## src/rtl/prog_loader_if.sv

```systemverilog
// ---------------------------------------------------------------------------
// prog_loader_if
//   Bundles the byte-stream handshake and the instruction-memory write port
//   of the program loader.
//
//   Parameter:
//     ADDR_W    instruction-memory address width
//
//   Signals:
//     rx_data   stream byte                    (source -> loader)
//     rx_valid  rx_data valid                  (source -> loader)
//     rx_ready  loader accepts byte            (loader -> source)
//     mem_we    instruction-memory write strobe (loader -> memory)
//     mem_addr  write address                  (loader -> memory)
//     mem_data  write data {W_HI, W_LO}        (loader -> memory)
//
//   Modports:
//     master    byte source / memory side (testbench, UART front-end)
//     slave     the loader itself
// ---------------------------------------------------------------------------
interface prog_loader_if #(
    parameter int ADDR_W = 8
);
    logic [7:0]        rx_data;
    logic              rx_valid;
    logic              rx_ready;
    logic              mem_we;
    logic [ADDR_W-1:0] mem_addr;
    logic [15:0]       mem_data;

    modport master (
        output rx_data,
        output rx_valid,
        input  rx_ready,
        input  mem_we,
        input  mem_addr,
        input  mem_data
    );

    modport slave (
        input  rx_data,
        input  rx_valid,
        output rx_ready,
        output mem_we,
        output mem_addr,
        output mem_data
    );
endinterface

```

## src/rtl/prog_loader.sv

```systemverilog
// ---------------------------------------------------------------------------
// prog_loader
//   Writer side of the instruction memory. Accepts a framed byte stream
//   (valid/ready), packs big-endian 16-bit words and writes them to
//   consecutive addresses starting at 0. The CPU is held in reset until a
//   frame has loaded cleanly.
//
//   Frame: SYNC_BYTE, LEN_HI, LEN_LO, {W_HI, W_LO} x LEN, [CSUM]
//
//   Configuration macro:
//     CHECKSUM_EN  when defined, a trailing CSUM byte (XOR of every byte
//                  from LEN_HI through the last W_LO) is checked; a mismatch
//                  rejects the frame. When undefined there is no CSUM byte
//                  and no checksum register.
//
//   Parameters:
//     ADDR_W     instruction-memory address width
//     MAX_WORDS  largest legal LEN (must be <= 2**ADDR_W)
//     SYNC_BYTE  frame start marker
//
//   Ports:
//     clk        system clock, rising edge
//     rst_n      asynchronous active-low reset
//     bus        slave side of prog_loader_if (byte stream + memory write)
//     cpu_hold   1 = CPU core held in reset (registered)
//     done       last frame loaded OK (level)
//     err        last frame rejected (level)
// ---------------------------------------------------------------------------
module prog_loader #(
    parameter int         ADDR_W    = 8,
    parameter int         MAX_WORDS = 256,
    parameter logic [7:0] SYNC_BYTE = 8'hA5
) (
    input  logic         clk,
    input  logic         rst_n,
    prog_loader_if.slave bus,
    output logic         cpu_hold,
    output logic         done,
    output logic         err
);
    localparam logic [16:0] MAX_LEN = 17'(MAX_WORDS);

    typedef enum logic [3:0] {
        S_IDLE,
        S_LEN_HI,
        S_LEN_LO,
        S_DATA_HI,
        S_DATA_LO,
        S_WRITE,
`ifdef CHECKSUM_EN
        S_CSUM,
`endif
        S_DONE,
        S_ERR
    } state_t;

    state_t      state;
    state_t      state_nxt;
    logic [15:0] len;
    logic [15:0] cnt;

    logic        xfer;
    logic        is_sync;
    logic [15:0] len_full;
    logic [15:0] cnt_inc;
    logic        len_bad;
    logic        last_word;

    assign xfer      = bus.rx_valid & bus.rx_ready;
    assign is_sync   = (bus.rx_data == SYNC_BYTE);
    // LEN as it will be once the LEN_LO byte currently on the bus is taken
    assign len_full  = {len[15:8], bus.rx_data};
    assign len_bad   = (len_full == 16'd0) || ({1'b0, len_full} > MAX_LEN);
    assign cnt_inc   = cnt + 16'd1;
    assign last_word = (cnt_inc == len);

`ifdef CHECKSUM_EN
    logic [7:0] csum;

    always_ff @(posedge clk or negedge rst_n) begin
        if (!rst_n) begin
            csum <= '0;
        end else if (xfer) begin
            case (state)
                S_IDLE, S_DONE, S_ERR: if (is_sync) csum <= '0;
                S_LEN_HI, S_LEN_LO, S_DATA_HI, S_DATA_LO: csum <= csum ^ bus.rx_data;
                default: ;
            endcase
        end
    end
`endif

    always_comb begin
        state_nxt = state;
        case (state)
            // SYNC restarts from any resting state; other bytes are dropped
            S_IDLE, S_DONE, S_ERR: if (xfer && is_sync) state_nxt = S_LEN_HI;
            S_LEN_HI:  if (xfer) state_nxt = S_LEN_LO;
            S_LEN_LO:  if (xfer) state_nxt = len_bad ? S_ERR : S_DATA_HI;
            S_DATA_HI: if (xfer) state_nxt = S_DATA_LO;
            S_DATA_LO: if (xfer) state_nxt = S_WRITE;
`ifdef CHECKSUM_EN
            S_WRITE:   state_nxt = last_word ? S_CSUM : S_DATA_HI;
            S_CSUM:    if (xfer) state_nxt = (bus.rx_data == csum) ? S_DONE : S_ERR;
`else
            S_WRITE:   state_nxt = last_word ? S_DONE : S_DATA_HI;
`endif
            default:   state_nxt = S_IDLE;
        endcase
    end

    // Outputs are registered from the next state so they switch on the
    // entering edge and never glitch.
    always_ff @(posedge clk or negedge rst_n) begin
        if (!rst_n) begin
            state        <= S_IDLE;
            bus.rx_ready <= 1'b0;
            bus.mem_we   <= 1'b0;
            bus.mem_addr <= '0;
            bus.mem_data <= '0;
            cpu_hold     <= 1'b1;
            done         <= 1'b0;
            err          <= 1'b0;
            cnt          <= '0;
            len          <= '0;
        end else begin
            state        <= state_nxt;
            bus.rx_ready <= (state_nxt != S_WRITE);
            bus.mem_we   <= (state_nxt == S_WRITE);
            cpu_hold     <= (state_nxt != S_DONE);
            done         <= (state_nxt == S_DONE);
            err          <= (state_nxt == S_ERR);
            case (state)
                S_IDLE, S_DONE, S_ERR: begin
                    if (xfer && is_sync) begin
                        cnt          <= '0;
                        bus.mem_addr <= '0;
                    end
                end
                S_LEN_HI:  if (xfer) len[15:8] <= bus.rx_data;
                S_LEN_LO:  if (xfer) len[7:0] <= bus.rx_data;
                S_DATA_HI: if (xfer) bus.mem_data[15:8] <= bus.rx_data;
                S_DATA_LO: if (xfer) bus.mem_data[7:0] <= bus.rx_data;
                // address/data stay stable through the strobe, then advance
                S_WRITE: begin
                    bus.mem_addr <= bus.mem_addr + ADDR_W'(1);
                    cnt          <= cnt_inc;
                end
                default: ;
            endcase
        end
    end
endmodule

```

## src/flat_wrapper.sv

```systemverilog
// flat-port wrapper written by rule: the top's interface ports become plain ports
module prog_loader_flat 
#(
    parameter int         ADDR_W    = 8,
    parameter int         MAX_WORDS = 256,
    parameter logic [7:0] SYNC_BYTE = 8'hA5
)
  (clk, rst_n, cpu_hold, done, err, bus_rx_data, bus_rx_valid, bus_rx_ready, bus_mem_we, bus_mem_addr, bus_mem_data);
  prog_loader_if #(.ADDR_W(ADDR_W)) bus_i ();
  input  logic clk;
  input  logic rst_n;
  output logic cpu_hold;
  output logic done;
  output logic err;
  input wire logic [$bits(bus_i.rx_data)-1:0] bus_rx_data;
  input wire logic [$bits(bus_i.rx_valid)-1:0] bus_rx_valid;
  output wire logic [$bits(bus_i.rx_ready)-1:0] bus_rx_ready;
  output wire logic [$bits(bus_i.mem_we)-1:0] bus_mem_we;
  output wire logic [$bits(bus_i.mem_addr)-1:0] bus_mem_addr;
  output wire logic [$bits(bus_i.mem_data)-1:0] bus_mem_data;
  assign bus_i.rx_data = bus_rx_data;
  assign bus_i.rx_valid = bus_rx_valid;
  assign bus_rx_ready = bus_i.rx_ready;
  assign bus_mem_we = bus_i.mem_we;
  assign bus_mem_addr = bus_i.mem_addr;
  assign bus_mem_data = bus_i.mem_data;
  prog_loader #(.ADDR_W(ADDR_W), .MAX_WORDS(MAX_WORDS), .SYNC_BYTE(SYNC_BYTE)) u_core (.clk(clk), .rst_n(rst_n), .bus(bus_i), .cpu_hold(cpu_hold), .done(done), .err(err));
endmodule
```

## config.mk

```make
export PLATFORM = sky130hd
export DESIGN_NAME = prog_loader_flat
export DESIGN_NICKNAME = d
export VERILOG_FILES = /design/src/rtl/prog_loader_if.sv /design/src/rtl/prog_loader.sv /design/src/flat_wrapper.sv
export SDC_FILE = /design/constraint.sdc
export NUM_CORES = 1
export LEC_CHECK = 0
export ABC_CLOCK_PERIOD_IN_PS = 3200
export CAP_MARGIN = 30
export CORE_MARGIN = 8
export CORE_UTILIZATION = 58
export CTS_BUF_LIST = sky130_fd_sc_hd__clkbuf_8
export DETAILED_ROUTE_END_ITERATION = 12
export PLACE_DENSITY = 0.82
export SLEW_MARGIN = 15
export SYNTH_ARGS = -nofsm -noshare
export SYNTH_HDL_FRONTEND = slang
export SYNTH_SLANG_ARGS = --single-unit
```

## constraint.sdc

```tcl
create_clock -name clk -period 3.2 [get_ports clk]
set_clock_uncertainty 0.1 [all_clocks]
set_input_delay 0.48 -clock clk [delete_from_list [all_inputs] [get_ports clk]]
set_output_delay 0.48 -clock clk [all_outputs]
set_load 0.05 [all_outputs]
```

==> metrics.csv <==
stage;metric;value;unit
sta;max_slew_margin;0.463;
place;place.detailed.instances;425;
synth;synthAdderAreaFrac;0.00725;
synth;synth-simple-area-share;0.159;
layout;antenna-diode-count;0;
clock_network;number_of_buffers_created_by_cts;9;
sta;fmax;393;MHz
pwr;vdd_ir_drop_max;0.361;mV
setup_path;timing.critical_path.required;3.35;ns
synth;synth_warnings;0;
setup_path;crit_fanout;9;
layout;finish.cell_count_without_fillers;441;
global_route;first_global_vias;2630;
synth;synth.distinct_cells;63;
clock_network;clock_tree.root_cell;clkbuf_8;
clock_network;cts_tree;done;
synth;ys_top_cells_by_count;dfrtp_1, mux2_2, nand2_1;
setup_path;crit_path_end_kind;flop;
routing;drt-initial-drc-count;170;
sta;final-hold-violation-count;0;
pwr;power_per_cell_area;465;mW/mm^2
place;dpl.hpwl;5510;um
sta;rsz0062_at_grt;no;
layout;drive_gt1_frac;0.189;
synth;largest_family_of_logic_cells_by_synthesized_area;compound AO/OA/AOI/OAI gates;
synth;synth.most_common_cell;dfrtp_1;
floorplanning;dieHeight;93.1;um
floorplanning;row_count;28;
synth;post_synth.cell_area_avg;10.8;sq um
run;cap_viol_max_count;0;
synth;async_flop_share;1.00;
sta;worst_pin_slew;0.806;ns
synth;synth_enable_flop_cells;0;
sta;final_period_minus_worst_setup_slack;2.55;ns
sta;timing.final.setup_violations;0;
global_route;grt_overflow_total;0;
clock_network;worstSkewPairLatency;0.34;ns
outcome;status;finished clean;
floorplanning;ios;40;
clock_network;clock-sinks;65;
sta;slew_violations;0;
global_route;grt_pass1_wl;12900;um
layout;area_delta_synth_final;17.7;%
synth;synthesized_area_fraction_occupied_by_xor_and_xnor_cells;0.0558;
synth;ys_top_cells_by_area;dfrtp_1, mux2_2, xnor2_1;
floorplanning;initial_utilization;0.590;
routing;detail_route.vias_per_cell;6.00;
clock_network;worst_setup_hold_path_clk_slew;0.06;ns
global_route;grt_usage;0.188;
clock_network;cells_resized_by_post_cts_repair;0;
routing;routed-via-count;2647;
routing;number_of_detailed_routing_iterations_run_before_antenna_repair;7;
floorplanning;die_area;0.00867;sq mm
setup_path;critPathLaunchType;flop;
clock_network;ctsHoldBuffers;0;
global_route;grt_start_max_net_pins;66;
routing;post_drt_wl_per_cell;17.4;um
synth;yosys_most_used_dff;dfrtp_1;
synth;synth_cell_area;0.00345;sq mm
place;gp_congestion;0.871;
synth;synth_fp_nets;334;
synth;synth_top_area_share;0.464;
layout;fillerInstances;439;
layout;multi_input_comb_area;0.00171;sq mm
synth;ys_ff_latch;65;
synth;synth_area_leader_cell;dfrtp_1;
synth;muxShareOfSynthArea;0.111;
setup_path;worstSetupPathType;reg -> reg;
routing;drc;0;
clock_network;htree_num_levels;3;
sta;setup_total_negative_slack;0;ns
sta;fin_crit_sh;0.796;
floorplanning;core-area;0.00585;sq mm
clock_network;cts_setup_buffers;0;
synth;synthCells;321;
clock_network;max_buffers_root_to_sink;2;
layout;final_net_count;374;
pwr;cellLeakagePower;1.67;nW
routing;antenna_violating_nets_post_route;0;
place;port_buffer_cells;39;
min_path;holdCritPathClass;in -> async;
setup_path;worst-endpoint-arrival;2.69;ns
layout;area.sequential;0.00163;sq mm
synth;synth_seq_area_share;0.472;
floorplanning;die_width;93.1;um
routing;routed_wl;7660;um
global_route;number_of_antenna_violations_at_the_first_check_in_global_routing;0;
synth;synth_compound_gate_area_share;0.162;
-- flip-flops by register name (all words and copies together) (netlist names) --
signal and flops:
u_core.bus.mem_data 16, u_core.bus.mem_addr 8, u_core.done 1, u_core.len 16, u_core.state 4, u_core.bus.mem_we 1, u_core.cpu_hold 1, u_core.bus.rx_ready 1
u_core.err 1, u_core.cnt 16
-- worst max-delay path: stages, from the launching register on --
cell and delay [ns]:
dfrtp_1 0.48, ha_1 0.31, nand3_4 0.17, or4_4 0.57, xnor2_1 0.14, nor3_1 0.18, o311ai_1 0.24, o21ai_0 0.25
-- per-stage QoR --
stage / hold slack, ns / utilization / worst slack [ns] / power (mW) / instance area (sq um)
6_report: 0.209 / 0.694 / 0.653 / 1.89 / 4060
5_1_grt: 0.292 / 0.694 / 0.362 / 1.97 / 4060
4_1_cts: 0.250 / 0.694 / 0.643 / 1.90 / 4060
3_5_place_dp: 0.383 / 0.662 / 0.413 / 1.24 / 3870
3_3_place_gp: 0.375 / 0.662 / 0.471 / 1.23 / 3870
2_1_floorplan: 0.0844 / - / 0.957 / 1.13 / 3450
-- cell families after synthesis --
group	Yosys count
mux	34
buf+inv	20
xor+xnor	22
fa+ha+maj	2
simple gates	97
compound gates	80
other cells	1
flops	65
-- metal layers --
| metal | routed length (um) | vias to the layer above | track usage |
|---|---|---|---|
| met5 | 0 | - | 0 |
| met4 | 211 | 0 | 0.0966 |
| met3 | 603 | 22 | 0.0529 |
| met2 | 3560 | 97 | 0.295 |
| met1 | 3280 | 1249 | 0.232 |
| li1 | - | 1279 | - |
-- path summary, 6_finish.rpt --
| kind | startpoint | end | slack (ns) | cells past startpoint |
|---|---|---|---|---|
| min in group clk | u_core.bus.mem_addr[7]$_DFFE_PN0P_ | u_core.bus.mem_addr[7]$_DFFE_PN0P_ | 0.39 | 1 |
| max | u_core.cnt[0]$_DFFE_PN0P_ | u_core.state[2]$_DFF_PN0_ | 0.65 | 7 |
| min | rst_n | u_core.cnt[10]$_DFFE_PN0P_ | 0.21 | 2 |
| max in group asynchronous | rst_n | u_core.bus.mem_data[4]$_DFFE_PN0P_ | 2.26 | 2 |
| min reg2reg | u_core.bus.mem_addr[7]$_DFFE_PN0P_ | u_core.bus.mem_addr[7]$_DFFE_PN0P_ | 0.39 | 1 |
| max reg2reg | u_core.cnt[0]$_DFFE_PN0P_ | u_core.state[2]$_DFF_PN0_ | 0.65 | 7 |
-- where the power goes --
part	internal [mW]	leakage (nW)	switching (mW)
combinational	0.123	0.762	0.169
sequential	0.869	0.799	0.0641
clock	0.371	0.108	0.293
total	1.36	1.67	0.526
-- placed cells by master, fill, tap and decap left out, types with 6 or more instances in the layout --
cell,count
a31oi_1,16
clkbuf_8,10
clkdlybuf4s50_1,38
mux2_2,34
nor2_1,17
o21ai_0,13
nand4_1,6
inv_1,8
xnor2_1,14
nand3_1,9
a21oi_1,17
nand2_1,22
dfrtp_1,64
nor3_1,9
xor2_1,8
-- final cells by class --
class | count | share of cell area
Clock buffer | 10 | 0.0339
Clock inverter | 6 | 0.0129
Inverter | 6 | 0.00554
Multi-Input combinational cell | 236 | 0.422
Sequential cell | 65 | 0.401
Tap cell | 75 | 0.0231
Timing Repair Buffer | 43 | 0.102
(Power assumes the default switching activity.)
